===== config.mk =====
export PLATFORM = sky130hd
export DESIGN_NAME = ysyx_22040365_ifu_flat
export DESIGN_NICKNAME = d
export VERILOG_FILES = /design/src/rtl/ysyx_22040365_ifu_if.sv /design/src/rtl/ysyx_22040365_ifu.sv /design/src/flat_wrapper.sv
export SDC_FILE = /design/constraint.sdc
export NUM_CORES = 1
export LEC_CHECK = 0
export BUFFER_PORTS_ARGS = -buffer_cell sky130_fd_sc_hd__buf_2
export CAP_MARGIN = 15
export CORE_ASPECT_RATIO = 0.8
export CORE_MARGIN = 10
export CORE_UTILIZATION = 25
export DETAILED_ROUTE_END_ITERATION = 8
export GPL_ROUTABILITY_DRIVEN = 0
export GPL_TIMING_DRIVEN = 0
export HOLD_SLACK_MARGIN = 0.08
export PLACE_DENSITY = 0.56
export SYNTH_ARGS = -nofsm -noshare
export SYNTH_HDL_FRONTEND = slang
export SYNTH_SLANG_ARGS = --single-unit

===== constraint.sdc =====
create_clock -name clk -period 2.9 [get_ports clk]
set_input_delay 0.435 -clock clk [delete_from_list [all_inputs] [get_ports clk]]
set_output_delay 0.435 -clock clk [all_outputs]
set_load 0.05 [all_outputs]

===== src/rtl/ysyx_22040365_ifu_if.sv =====
// Fetch-stage bundle: instruction-memory req/ack, redirect input and the {inst,pc} handoff to ID.
// The master modport is the IFU side; the slave modport is memory, branch unit and decoder.
interface ysyx_22040365_ifu_if;
    logic        imem_req;
    logic [63:0] imem_addr;
    logic        imem_ack;
    logic [31:0] imem_rdata;
    logic        redirect_valid;
    logic [63:0] redirect_pc;
    logic        if_valid;
    logic        if_ready;
    logic [31:0] if_inst;
    logic [63:0] if_pc;

    modport master (
        output imem_req, imem_addr, if_valid, if_inst, if_pc,
        input  imem_ack, imem_rdata, redirect_valid, redirect_pc, if_ready
    );

    modport slave (
        input  imem_req, imem_addr, if_valid, if_inst, if_pc,
        output imem_ack, imem_rdata, redirect_valid, redirect_pc, if_ready
    );
endinterface


===== src/rtl/ysyx_22040365_ifu.sv =====
// Instruction fetch: holds the PC, issues one imem request at a time and buffers the word for ID.
// Latency: ack in cycle N gives if_valid in cycle N+1; peak throughput is 1 inst per 2 cycles.
// Backpressure: no new fetch is issued while the buffered word waits for if_ready; redirect squashes it.
module ysyx_22040365_ifu #(
    parameter logic [63:0] RESET_PC = 64'h0000_0000_8000_0000,
    parameter logic [31:0] NOP_INST = 32'h0000_0013
) (
    input  logic                      clk,
    input  logic                      rst,
    ysyx_22040365_ifu_if.master       bus
);

    typedef enum logic [1:0] {
        IDLE = 2'd0,
        WAIT = 2'd1,
        DROP = 2'd2,
        HOLD = 2'd3
    } state_t;

    state_t      state, state_n;
    logic [63:0] pc, pc_n;
    logic [63:0] req_addr, req_addr_n;
    logic [31:0] inst_q, inst_n;
    logic [63:0] inst_pc_q, inst_pc_n;
    logic [63:0] redir_pc;

    assign redir_pc = {bus.redirect_pc[63:2], 2'b00};

    always_ff @(posedge clk) begin
        if (rst) begin
            state     <= IDLE;
            pc        <= RESET_PC;
            req_addr  <= RESET_PC;
            inst_q    <= NOP_INST;
            inst_pc_q <= RESET_PC;
        end else begin
            state     <= state_n;
            pc        <= pc_n;
            req_addr  <= req_addr_n;
            inst_q    <= inst_n;
            inst_pc_q <= inst_pc_n;
        end
    end

    always_comb begin
        state_n    = state;
        pc_n       = pc;
        req_addr_n = req_addr;
        inst_n     = inst_q;
        inst_pc_n  = inst_pc_q;
        case (state)
            IDLE: begin
                state_n    = WAIT;
                req_addr_n = pc;
                if (bus.redirect_valid) begin
                    pc_n       = redir_pc;
                    req_addr_n = redir_pc;
                end
            end
            WAIT: begin
                if (bus.imem_ack) begin
                    if (bus.redirect_valid) begin
                        // Returned word belongs to the squashed path; re-request at the target.
                        pc_n       = redir_pc;
                        req_addr_n = redir_pc;
                    end else begin
                        inst_n    = bus.imem_rdata;
                        inst_pc_n = req_addr;
                        pc_n      = req_addr + 64'd4;
                        state_n   = HOLD;
                    end
                end else if (bus.redirect_valid) begin
                    // Old request must stay stable until memory answers it.
                    pc_n    = redir_pc;
                    state_n = DROP;
                end
            end
            DROP: begin
                if (bus.redirect_valid) begin
                    pc_n = redir_pc;
                end
                if (bus.imem_ack) begin
                    req_addr_n = bus.redirect_valid ? redir_pc : pc;
                    state_n    = WAIT;
                end
            end
            HOLD: begin
                if (bus.redirect_valid) begin
                    pc_n       = redir_pc;
                    req_addr_n = redir_pc;
                    state_n    = WAIT;
                end else if (bus.if_ready) begin
                    req_addr_n = pc;
                    state_n    = WAIT;
                end
            end
            default: state_n = IDLE;
        endcase
    end

    assign bus.imem_req  = (state == WAIT) || (state == DROP);
    assign bus.imem_addr = req_addr;
    assign bus.if_valid  = (state == HOLD);
    assign bus.if_inst   = (state == HOLD) ? inst_q : NOP_INST;
    assign bus.if_pc     = inst_pc_q;

endmodule


===== src/flat_wrapper.sv =====
// flat-port wrapper written by rule: the top's interface ports become plain ports
module ysyx_22040365_ifu_flat 
#(
    parameter logic [63:0] RESET_PC = 64'h0000_0000_8000_0000,
    parameter logic [31:0] NOP_INST = 32'h0000_0013
)
  (clk, rst, bus_imem_req, bus_imem_addr, bus_if_valid, bus_if_inst, bus_if_pc, bus_imem_ack, bus_imem_rdata, bus_redirect_valid, bus_redirect_pc, bus_if_ready);
  ysyx_22040365_ifu_if bus_i ();
  input  logic clk;
  input  logic rst;
  output wire logic [$bits(bus_i.imem_req)-1:0] bus_imem_req;
  output wire logic [$bits(bus_i.imem_addr)-1:0] bus_imem_addr;
  output wire logic [$bits(bus_i.if_valid)-1:0] bus_if_valid;
  output wire logic [$bits(bus_i.if_inst)-1:0] bus_if_inst;
  output wire logic [$bits(bus_i.if_pc)-1:0] bus_if_pc;
  input wire logic [$bits(bus_i.imem_ack)-1:0] bus_imem_ack;
  input wire logic [$bits(bus_i.imem_rdata)-1:0] bus_imem_rdata;
  input wire logic [$bits(bus_i.redirect_valid)-1:0] bus_redirect_valid;
  input wire logic [$bits(bus_i.redirect_pc)-1:0] bus_redirect_pc;
  input wire logic [$bits(bus_i.if_ready)-1:0] bus_if_ready;
  assign bus_imem_req = bus_i.imem_req;
  assign bus_imem_addr = bus_i.imem_addr;
  assign bus_if_valid = bus_i.if_valid;
  assign bus_if_inst = bus_i.if_inst;
  assign bus_if_pc = bus_i.if_pc;
  assign bus_i.imem_ack = bus_imem_ack;
  assign bus_i.imem_rdata = bus_imem_rdata;
  assign bus_i.redirect_valid = bus_redirect_valid;
  assign bus_i.redirect_pc = bus_redirect_pc;
  assign bus_i.if_ready = bus_if_ready;
  ysyx_22040365_ifu #(.RESET_PC(RESET_PC), .NOP_INST(NOP_INST)) u_core (.clk(clk), .rst(rst), .bus(bus_i));
endmodule

==> results of run 1 <==
-- through the flow --
step	std cells	hold slack [ns]	setup TNS [ns]
after global routing	2257	0.111	-0.0281
after floorplan	1404	0.429	0
final	2262	0.120	0
after CTS	2252	0.0845	0
after detailed placement	2206	0.444	-49.44
after global placement	2206	0.438	-46.08
-- layer usage --
metal  up-vias  wire (µm)  GRT usage (%)
li1       5394          -              -
met1      5259      21000           23.0
met2       433      20000           26.8
met3        78       3630           4.47
met4        20        911           3.54
met5         -        127              0
-- layout make-up --
type / count / area share, %
inverters: 16 / 0.451
plain buffers: 118 / 3.52
clock buffers: 37 / 5.66
multi-input cells: 1042 / 40.7
clock inverters: 10 / 0.433
flip-flops and latches: 226 / 34.0
well taps: 544 / 5.12
repair buffers: 262 / 9.95
diodes: 7 / 0.132
-- power by group --
part / internal (mW) / leakage, nW / switching (mW) / total [mW]
combinational: 0.453 / 2.85 / 1.20 / 1.66
clock: 1.80 / 0.396 / 1.42 / 3.23
sequential: 3.31 / 1.85 / 0.272 / 3.58
total: 5.57 / 5.10 / 2.90 / 8.47
-- registers in the layout, summed over array words and instances, names as in the netlist --
signal                count
u_core.bus.imem_addr     64
u_core.bus.if_pc         64
u_core.inst_q            32
u_core.pc                64
u_core.state              2
-- critical path: cells and delay by family (launching register included) --
family	cells	cell delay [ns]
AND/OR/NAND/NOR	2	0.83
buffers and inverters	3	0.84
flip-flops	1	0.40
adder cells (fa/ha/maj)	1	0.27
AO/OA/AOI/OAI	1	0.34
-- logic make-up after synthesis --
| family | Yosys count | share of synthesized area [%] |
|---|---|---|
| AOI/OAI and AO/OA | 350 | 20.2 |
| xor gates and xnor gates | 57 | 4.78 |
| adders and majority gates | 5 | 0.600 |
| buffers and inverters | 136 | 4.95 |
| DFF | 226 | 43.4 |
| muxes | 3 | 0.288 |
| and+or+nand+nor | 627 | 25.8 |
-- cells in the final DEF (no fill, tap or decap), types with 6 or more instances in the layout --
cell       count
a211oi_1      17
a21oi_1      155
a311oi_1      62
and2_1        30
and3_1         6
buf_2        264
clkbuf_1     103
clkbuf_16     27
clkbuf_2      11
clkinv_2       7
dfxtp_1      226
diode_2        7
inv_1         16
nand2_1      324
nand3_1       23
nand4_1       16
nor2_1       175
nor3_1        13
nor4_1         9
o21ai_0       74
o22ai_1       26
xnor2_1       48
xor2_1         9
-- timing repair --
item / in CTS / in global routing
pin swaps: 0 / 2
hold endpoints to repair: 1 / 0
hold buffers: 1 / 0
setup endpoints to repair: 118 / 65
setup buffers: 0 / 3
gates resized for setup: 14 / 11
-- worst paths after layout --
| check | from | endpoint | depth (start not counted) |
|---|---|---|---|
| max | u_core.state[1]$_SDFFE_PP0P_ | u_core.bus.imem_addr[19]$_SDFFE_PP0P_ | 7 |
| min | bus_imem_rdata[4] | u_core.inst_q[4]$_SDFFE_PP1P_ | 3 |
| max reg2reg | u_core.state[1]$_SDFFE_PP0P_ | u_core.bus.imem_addr[19]$_SDFFE_PP0P_ | 7 |
| min reg2reg | u_core.bus.if_pc[25]$_SDFFE_PP0P_ | u_core.bus.if_pc[25]$_SDFFE_PP0P_ | 2 |
==> impl_metrics.json, run 1 <==
{
  "outcome": "complete, no violations",
  "p_per_area_nw_per_um2": 636,
  "die_h_um": 203,
  "cts_buffer_depth": 3,
  "cp-end-kind": "flip-flop",
  "antenna_found_initial": 16,
  "track_usage_pct": 17.1,
  "clock_latency_ns": 0.55,
  "synth_nets": 1510,
  "syn_area_per_cell_um2": 7.43,
  "ys_seq_area_share_pct": 43.4,
  "first_global_vias": 10636,
  "path_max_fanout": 10,
  "nets": 1799,
  "cp.arrival_ns": 3.23,
  "dpl.hpwl_mm": 34.1,
  "grt_overflow": 0,
  "multi_input_area_um2": 5420,
  "numCtsBuffers": 27,
  "row_count": 66,
  "synth_area_leader_cell": "dfxtp_1",
  "synth-seq-cells": 226,
  "die_x_um": 248,
  "leakagePower_nw": 5.10,
  "setup_viol": 0,
  "htreeDepth": 1,
  "wire_per_inst_um": 20.2,
  "drv_slew": 0,
  "cts_sinks": 226,
  "postRouteAntennaNets": 0,
  "dieArea_um2": 50400,
  "drv_cap": 0,
  "initial_utilization_pct": 25.5,
  "hold_class": "in -> reg",
  "dpl_cell_area_um2": 12400,
  "coreArea_um2": 41000,
  "post-place-ws_ns": -0.666,
  "layout_min_cycle_time_ns": 2.79,
  "num_io_pins": 263,
  "cp-start-kind": "flip-flop",
  "yosysUniqueCellTypes": 44,
  "synth_most_common_cell": "nand2_1",
  "synth_cells": 1404,
  "finalPower_mw": 8.47,
  "worst-setup-path-type": "reg -> reg",
  "syn_area_um2": 10400,
  "hold_viol": 0,
  "dr.first_iter.drc_count": 838,
  "yosysWarnings": 0,
  "peakVddDrop_mv": 0.390,
  "nFillCells": 4483,
  "viasPerCell": 4.94,
  "clk_pin_slew_worst_paths_ns": 0.06,
  "regArea_um2": 4520,
  "drive_above_1_share_pct": 19.6,
  "totalWireLength_mm": 45.6,
  "ctsRootBufferMaster": "clkbuf_16",
  "synth-edff-count": 0,
  "dr.pass1.iters": 5,
  "drc": 0,
  "grt_max_degree": 13,
  "grt_pass1_wl_mm": 67.7,
  "cts_tree": "yes",
  "rsz0062_at_grt": "yes",
  "vias": 11184,
  "setup_ws_ns": 0.110,
  "relSlewSlack_pct": 41.3,
  "finalCritPeriodShare_pct": 96.2,
  "synthTopCellsByCount": "324 x nand2_1, 226 x dfxtp_1, 176 x nor2_1",
  "required_ns": 3.34,
  "crit_slowest_cell": "nor2_1",
  "worstMarginPinSlew_ns": 0.881,
  "synth.area.top_cells": "dfxtp_1 43%, nand2_1 12%, a21oi_1 7.4%",
  "area_growth_pct": 27.5,
  "synth_top_cell_area_share_pct": 43.4,
  "path_cells": "inv_1 > ha_1 > clkbuf_2 > nor2_1 > clkbuf_1 > nand2_1 > a311oi_1",
  "fin_util_pct": 32.5,
  "ys.flop_type": "dfxtp_1",
  "synth-async-reset-ratio_pct": 0,
  "portBuffers": 258,
  "stdcell_area_um2": 13300,
  "clock_skew_ns": 0.00868,
  "fmax_mhz": 358,
  "max_stage_delay_ns": 0.72,
  "r2r_slack_ns": 0.11
}
Note: power is estimated with default switching activity, not from simulation.
==> inputs of run 2 (changes only) <==
--- a/config.mk
+++ b/config.mk
@@ -8,7 +8,6 @@
 export BUFFER_PORTS_ARGS = -buffer_cell sky130_fd_sc_hd__buf_2
 export CAP_MARGIN = 15
 export CORE_ASPECT_RATIO = 0.8
-export CORE_MARGIN = 10
 export CORE_UTILIZATION = 25
 export DETAILED_ROUTE_END_ITERATION = 8
 export GPL_ROUTABILITY_DRIVEN = 0
==> run 2 against run 1 <==
Net effect:
- count of clock-buffer cells in the layout is 2 higher
- total power is 5.7% higher
- via count is 0.35% higher
- die area is 15% lower
- critical path depth stayed put
- clock power is 15% higher
==> impl_metrics.json, run 2 (same netlist as run 1, synthesis figures left out) <==
{
  "htreeDepth": 1,
  "outcome": "complete, no violations",
  "min_from": "bus_redirect_pc[31]",
  "hold_class": "in -> reg",
  "drive_above_1_share_pct": 20.0,
  "leakagePower_nw": 5.21,
  "crit_slowest_cell": "nor2_1",
  "row_count": 66,
  "vias": 11223,
  "holdWs_ns": 0.111,
  "finalPower_mw": 8.95,
  "drc": 0,
  "fin_cells": 2269,
  "track_usage_pct": 19.8,
  "rsz0062_at_grt": "no",
  "worst-setup-path-type": "reg -> reg",
  "cp.arrival_ns": 3.15,
  "path_cells": "inv_1 > ha_1 > clkbuf_2 > nor2_1 > clkbuf_1 > nand2_1 > a311oi_1",
  "setup_ws_ns": 0.206,
  "dp_cells": 2206,
  "portBuffers": 258,
  "critical-path-top-delay-family": "buffers and inverters",
  "regArea_um2": 4520,
  "ctsRootBufferMaster": "clkbuf_16",
  "multi_input_area_um2": 5430,
  "clock_latency_ns": 0.57,
  "num_io_pins": 263,
  "antenna_found_initial": 13,
  "grt_overflow": 0,
  "dpl_cell_area_um2": 12400,
  "hold_viol": 0,
  "max_stage_delay_ns": 0.67,
  "setup_viol": 0,
  "die_h_um": 185,
  "peakVddDrop_mv": 0.381,
  "finalCritPeriodShare_pct": 92.9,
  "r2r-start": "u_core.state[1]$_SDFFE_PP0P_",
  "cts_tree": "yes",
  "cp-start-kind": "flip-flop",
  "r2r_end": "u_core.bus.imem_addr[19]$_SDFFE_PP0P_",
  "r2r_slack_ns": 0.21,
  "cts_buffer_depth": 3,
  "stdcell_area_um2": 13500,
  "grt_max_degree": 14,
  "area_growth_pct": 29.4,
  "dr.first_iter.drc_count": 784,
  "totalWireLength_mm": 43.3,
  "initial_utilization_pct": 25.5,
  "nets": 1802,
  "dieArea_um2": 42600,
  "numCtsBuffers": 28,
  "drv_cap": 0,
  "wire_per_inst_um": 19.1,
  "nFillCells": 4415,
  "die_x_um": 230,
  "dr.pass1.iters": 5,
  "r2r_cells": 7,
  "required_ns": 3.36,
  "layout_min_cycle_time_ns": 2.69,
  "final_common_cell": "nand2_1",
  "fmax_mhz": 371,
  "clock_skew_ns": 0.0160,
  "cts_sinks": 226,
  "hold_path_depth": 3,
  "viasPerCell": 4.95,
  "relSlewSlack_pct": 29.9,
  "drv_slew": 0,
  "coreArea_um2": 40900,
  "grt_pass1_wl_mm": 64.3,
  "worstMarginPinSlew_ns": 1.05,
  "dpl.hpwl_mm": 31.5,
  "min_to": "u_core.pc[31]$_SDFF_PP1_",
  "path_max_fanout": 10,
  "cp-end-kind": "flip-flop",
  "most-common-layout-cells": "324 x nand2_1, 263 x buf_2, 226 x dfxtp_1",
  "post-place-ws_ns": -0.598,
  "postRouteAntennaNets": 0,
  "p_per_area_nw_per_um2": 663,
  "critPathBufInv": 3,
  "clk_pin_slew_worst_paths_ns": 0.06,
  "first_global_vias": 10527
}
[run 2: what timing repair did]
item | in CTS | in global routing
buffers inserted | 2 | 1
endpoints found under the hold margin | 3 | 0
pin swaps | 1 | 1
endpoints found under the setup margin | 112 | 43
resized for setup | 15 | 14
hold buffers | 3 | 0
[run 2: worst min-delay path: stages]
cell     delay [ns]
buf_2          0.09
a21oi_1        0.05
o21ai_0        0.07
[run 2: power by group]
group	internal [mW]	total [mW]	switching, mW
sequential	3.31	3.58	0.272
clock	2.22	3.72	1.50
combinational	0.455	1.65	1.20
total	5.99	8.95	2.97
[run 2: per-stage QoR]
step	util [%]	setup TNS, ns
2_1_floorplan	-	0
3_3_place_gp	30.3	-48.33
3_5_place_dp	30.3	-41.29
4_1_cts	32.9	0
5_1_grt	33.0	0
6_report	33.0	0
[run 2: final cells by class]
cell class	count	share of cell area [%]
clock buffer	39	6.02
clock inverter	12	1.07
buffer	118	3.49
tap	544	5.04
timing repair buffer	264	10.0
antenna	8	0.148
inverter	16	0.445
multi-input combinational	1042	40.2
sequential	226	33.5
[run 2: worst max path at each step]
stage / startpoint / end / slack (ns) / cells past startpoint
after floorplan: u_core.state[0]$_SDFFE_PP0P_ / u_core.bus.imem_addr[10]$_SDFFE_PP0P_ / 0.45 / 8
after global placement: u_core.state[0]$_SDFFE_PP0P_ / u_core.bus.if_pc[52]$_SDFFE_PP0P_ / -0.73 / 8
after detailed placement: u_core.state[0]$_SDFFE_PP0P_ / u_core.bus.if_pc[55]$_SDFFE_PP0P_ / -0.60 / 8
after CTS: u_core.state[0]$_SDFFE_PP0P_ / bus_if_inst[10] / 0.09 / 4
after global routing: u_core.state[1]$_SDFFE_PP0P_ / u_core.bus.if_pc[53]$_SDFFE_PP0P_ / 0.01 / 8
final: u_core.state[1]$_SDFFE_PP0P_ / u_core.bus.imem_addr[19]$_SDFFE_PP0P_ / 0.21 / 7
[run 2: metal layers]
layer	vias up	track usage [%]	part of all wire, %
met5	-	0	0.15
met4	10	5.96	2.4
met3	74	4.81	7.8
met2	416	30.3	43
met1	5322	27.2	47
li1	5401	-	-
